### src/rtl/demux1to4_reg_pkg.sv
// -----------------------------------------------------------------------------
// demux1to4_reg_pkg
// Shared definitions for the registered 1-to-4 demultiplexer:
//   NUM_CH     - number of output channels
//   SEL_W      - width of the channel index
//   ch_state_e - per-channel holding-register state (EMPTY / FULL)
// -----------------------------------------------------------------------------
package demux1to4_reg_pkg;

  localparam int NUM_CH = 4;
  localparam int SEL_W  = 2;

  typedef enum logic {
    CH_EMPTY = 1'b0,
    CH_FULL  = 1'b1
  } ch_state_e;

endpackage

### src/rtl/demux1to4_reg_slot.sv
// -----------------------------------------------------------------------------
// demux_ch_slot
// Single-entry output holding register with a load strobe on the write side
// and a valid/ready handshake on the read side.
//
// Ports:
//   clk      in   rising-edge clock
//   rst      in   synchronous active-high reset (state -> EMPTY, data -> 0)
//   load_i   in   write data_i this cycle (only raised when the slot can take it)
//   data_i   in   WIDTH  word to store
//   ready_i  in   consumer takes the held word this cycle
//   valid_o  out  slot holds a word
//   data_o   out  WIDTH  held word (keeps last value after drain)
// -----------------------------------------------------------------------------
module demux_ch_slot
  import demux1to4_reg_pkg::*;
#(
  parameter int WIDTH = 1
) (
  input  logic             clk,
  input  logic             rst,
  input  logic             load_i,
  input  logic [WIDTH-1:0] data_i,
  input  logic             ready_i,
  output logic             valid_o,
  output logic [WIDTH-1:0] data_o
);

  ch_state_e        state_q, state_d;
  logic [WIDTH-1:0] data_q,  data_d;

  // State register
  always_ff @(posedge clk) begin
    if (rst) begin
      state_q <= CH_EMPTY;
      data_q  <= '0;
    end else begin
      state_q <= state_d;
      data_q  <= data_d;
    end
  end

  // Next-state logic. A load while FULL is only issued together with
  // ready_i, so the old word leaves as the new one arrives (no bubble).
  always_comb begin
    state_d = state_q;
    data_d  = data_q;
    case (state_q)
      CH_EMPTY: begin
        if (load_i) begin
          state_d = CH_FULL;
          data_d  = data_i;
        end
      end
      CH_FULL: begin
        if (load_i) begin
          state_d = CH_FULL;
          data_d  = data_i;
        end else if (ready_i) begin
          state_d = CH_EMPTY;
        end
      end
      default: state_d = CH_EMPTY;
    endcase
  end

  // Outputs. Data is not cleared on drain; consumers qualify with valid_o.
  always_comb begin
    valid_o = (state_q == CH_FULL);
    data_o  = data_q;
  end

endmodule

### src/rtl/demux1to4_reg.sv
// -----------------------------------------------------------------------------
// demux1to4_reg
// Registered 1-to-4 demultiplexer: routes one input word per accept into one
// of four single-entry holding registers, each with its own valid/ready.
//
// Ports:
//   clk        in   rising-edge clock
//   rst        in   synchronous active-high reset
//   d          in   WIDTH      input word
//   sel        in   2          destination channel (ignored with auto select)
//   in_valid   in   d/sel valid this cycle
//   in_ready   out  block accepts d this cycle (combinational, independent
//                   of in_valid)
//   y          out  4*WIDTH    channel k data on y[k*WIDTH +: WIDTH]
//   out_valid  out  4          bit k: channel k holds a word
//   out_ready  in   4          bit k: consumer k takes its word this cycle
//
// Build option:
//   DEMUX_AUTO_SEL_EN - target comes from an internal round-robin counter
//                       (0,1,2,3,0,...) advanced on each accept; sel ignored.
// -----------------------------------------------------------------------------
module demux1to4_reg
  import demux1to4_reg_pkg::*;
#(
  parameter int WIDTH = 1
) (
  input  logic                    clk,
  input  logic                    rst,
  input  logic [WIDTH-1:0]        d,
  input  logic [SEL_W-1:0]        sel,
  input  logic                    in_valid,
  output logic                    in_ready,
  output logic [NUM_CH*WIDTH-1:0] y,
  output logic [NUM_CH-1:0]       out_valid,
  input  logic [NUM_CH-1:0]       out_ready
);

  logic [SEL_W-1:0]  tgt;
  logic              accept;
  logic [NUM_CH-1:0] load;

`ifdef DEMUX_AUTO_SEL_EN
  logic [SEL_W-1:0] cnt_q, cnt_d;
  logic             unused_sel;

  assign unused_sel = ^sel;

  always_ff @(posedge clk) begin
    if (rst) begin
      cnt_q <= '0;
    end else begin
      cnt_q <= cnt_d;
    end
  end

  // Wraps 3 -> 0 naturally through the 2-bit width.
  always_comb begin
    cnt_d = cnt_q;
    if (accept) begin
      cnt_d = cnt_q + SEL_W'(1);
    end
  end

  assign tgt = cnt_q;
`else
  assign tgt = sel;
`endif

  // Target can take a word if it is empty or is being drained this cycle.
  assign in_ready = !out_valid[tgt] | out_ready[tgt];
  assign accept   = in_valid & in_ready;

  for (genvar k = 0; k < NUM_CH; k++) begin : g_ch
    assign load[k] = accept & (tgt == SEL_W'(k));

    demux_ch_slot #(
      .WIDTH (WIDTH)
    ) u_slot (
      .clk     (clk),
      .rst     (rst),
      .load_i  (load[k]),
      .data_i  (d),
      .ready_i (out_ready[k]),
      .valid_o (out_valid[k]),
      .data_o  (y[k*WIDTH +: WIDTH])
    );
  end

endmodule

### config.mk
export PLATFORM = sky130hd
export DESIGN_NAME = demux1to4_reg
export DESIGN_NICKNAME = d
export VERILOG_FILES = /design/src/rtl/demux1to4_reg_pkg.sv /design/src/rtl/demux1to4_reg_slot.sv /design/src/rtl/demux1to4_reg.sv
export SDC_FILE = /design/constraint.sdc
export NUM_CORES = 1
export LEC_CHECK = 0
export CAP_MARGIN = 20
export CORE_AREA = 4 4 41 43
export CTS_CLUSTER_SIZE = 20
export DETAILED_ROUTE_END_ITERATION = 16
export DIE_AREA = 0 0 45 47
export GPL_TIMING_DRIVEN = 0
export PLACE_DENSITY = 0.73
export SLEW_MARGIN = 5
export SYNTH_ARGS = -nofsm -noshare
export SYNTH_HDL_FRONTEND = slang
export SYNTH_SLANG_ARGS = --single-unit
### constraint.sdc
create_clock -name clk -period 1.7 [get_ports clk]
set_clock_uncertainty 0.15 [all_clocks]
set_input_delay 0.34 -clock clk [delete_from_list [all_inputs] [get_ports clk]]
set_output_delay 0.34 -clock clk [all_outputs]
set_load 0.01 [all_outputs]
==> metrics <==
share of the synthesized area in the top cell type=38.4%; number of diodes=0; CTS tree=yes; CTS buffer count=3; antenna violations before repair=0; Floorplan Core Area=0.00130 mm²; via/cell ratio=4.50; syn_nets=~50; Sinks on Clock Net=8; Final WS setup=-59.1 ps; area post-placement=roughly 620 µm²; top cells by area, synth=dfxtp_1, buf_4, nand2b_1; global-route wire length before repair=between 1 and 1.5 mm; class of the most critical setup path=flip-flop to output port; die height=47 µm; area of the multi-input gates=226 µm²; share of cells above drive strength 1=42.9%; Nets=75; Post-Synthesis Cells=41; die area=0.00212 mm²; post-route minimum period=1760 ps; ANT nets after route=0; DRT Wirelength=858 µm; GRT Total Usage=about 9.0%; largest net degree at the start of global routing=10; Crit Path Max Fanout=2; FF+latch area=165 µm²; VDD IR-drop max=0.000312 V; flop2flop setup slack=610 ps; relative slew slack=81.5%; setup TNS=-59.1 ps; CTS HTree Levels=1; Post-synth EDFFs=0; asr flop ratio synth=0%; final instance area=677 µm²; Synth cell types=12; max-slew violations=0; CTS root buf=clkbuf_4; Tcrit/Tclk final=103%; crit path from=g_ch[3].u_slot.valid_o; Fill cells=135; register area share after synthesis=about two fifths; Clock Path Buffers=2; worst hold stages=3; vias in the first global route=338; area growth from synthesis to layout=62.5%; Worst Path Arrival=1270 ps; YS warnings=0; Finished Layout Cells=78; Critical Path End Type=output port; Die X=45 µm; CP Launch Type=flip-flop; first-pass iteration count of the detailed router=4; I/O Buffers=18; GPL Wtd Cong=0.769; Hold Crit Start=sel[1]; failing checks=setup timing; Mapped Area=417 µm²; gr ovfl total=0; latest clock arrival within the worst-skew pair=approximately 240 ps; dominant synthesized flop cell=dfxtp_1; Post-synth top cells=buf_4, dfxtp_1, nand2b_1, a21oi_1; Worst Reg-to-Reg Cells=4; worst r2r src=g_ch[3].u_slot.valid_o; Vias=351; DPL Wire Length=654 µm; max-cap viol count=0; Hold WC Path Type=input port to flip-flop; worst-margin pin slew=277 ps; final setup vio count=1; Routed wire per std cell=11.0 µm; drt drc=0; Hold-fix buffers, CTS=0; Starting Density=32.0%; critical path, cell by cell=nand2b_4 -> mux4_2 -> buf_6; Ports=19; CP max stage delay=480 ps; Worst-path clk slew=60 ps; RSZ-0062 raised after global routing=true; First DRT Iteration DRCs=4; Seq cells post-synth=8; Mean Syn Cell Area=10.2 µm²; fmax=~0.57 GHz; worst path required time=1210 ps; Hold Fails Final Rpt=0; post-synth top area cell=dfxtp_1; placed instance count=74; PwrDens=614 mW/mm²; row cnt=13; Worst path slowest cell=mux4_2; Final Power=just over 400 µW; status=complete, but fails checks; Lkg Pwr=0.000352 µW
registers in the layout (all words and copies together), names as in the netlist:
| signal | flops |
|---|---|
| g_ch.u_slot.data_o | 4 |
| g_ch.u_slot.valid_o | 4 |
worst paths after layout:
path	endpoint
worst max register to register	g_ch[3].u_slot.data_o
worst min register to register	g_ch[1].u_slot.data_o
worst max-delay path	in_ready
worst min-delay path	g_ch[3].u_slot.valid_o
logic make-up (layout without fill, tap and decap cells):
logic type	Yosys count	in the layout	share of synthesized area (%)
AND/OR/NAND/NOR	15	15	24.6
flip-flops	8	8	38.4
buffers and inverters	8	30	14.4
AO/OA/AOI/OAI	6	6	9.91
multiplexers	4	4	12.6
cell usage in the layout (no fill, tap or decap), types with 2 or more instances in the layout:
| cell | n |
|---|---|
| buf_4 | 10 |
| nand2b_1 | 4 |
| clkbuf_4 | 3 |
| a21oi_1 | 4 |
| nand2b_4 | 4 |
| clkdlybuf4s50_1 | 4 |
| dlygate4sd2_1 | 4 |
| nor2b_1 | 3 |
| mux2i_1 | 3 |
| dlymetal6s2s_1 | 3 |
| clkdlybuf4s15_1 | 4 |
| nand4b_1 | 2 |
| dfxtp_2 | 4 |
| dfxtp_1 | 4 |
critical path: cells and delay by family, from the launching register on:
family | cells | cell delay [ps]
buffers and inverters | 1 | 140
multiplexers | 1 | 480
flip-flops | 1 | 350
AND/OR/NAND/NOR | 1 | 60
through the flow:
step                      hold slack (ps)  setup WS (ps)  util [%]
after CTS                             310          -64.5      51.2
after detailed placement              323           -704      47.3
after floorplan                       259            231         -
after global placement                313           -694      47.3
final                                 267          -59.1      52.0
after global routing                  297           -107      52.0
metal layers:
metal,vias to the layer above,track usage (%),part of all wire [%]
met4,0,5.26,0
met2,18,12.4,48
met1,152,11.6,41
met3,0,3.83,11
met5,-,0,0
li1,181,-,-
area by class of cell:
cell class | instances | area share [%]
Multi-Input combinational cell | 25 | 33.5
Sequential cell | 8 | 24.4
Timing Repair Buffer | 19 | 27.2
Tap cell | 15 | 2.77
Clock buffer | 3 | 3.33
Buffer | 8 | 8.87
where the power goes:
part           internal, µW  total, µW  switching (µW)
Combinational          48.6       74.7            26.1
Clock                  80.5        140            59.7
Sequential              195        201            5.28
Total                   325        416            91.0
repair_timing:
item | 4_1_cts | 5_1_grt
endpoints found under the hold margin | 0 | 0
buffers inserted | 0 | 1
resized for setup | 28 | 4
setup endpoints to repair | 4 | 4
Power figures use the tool's default switching activity.
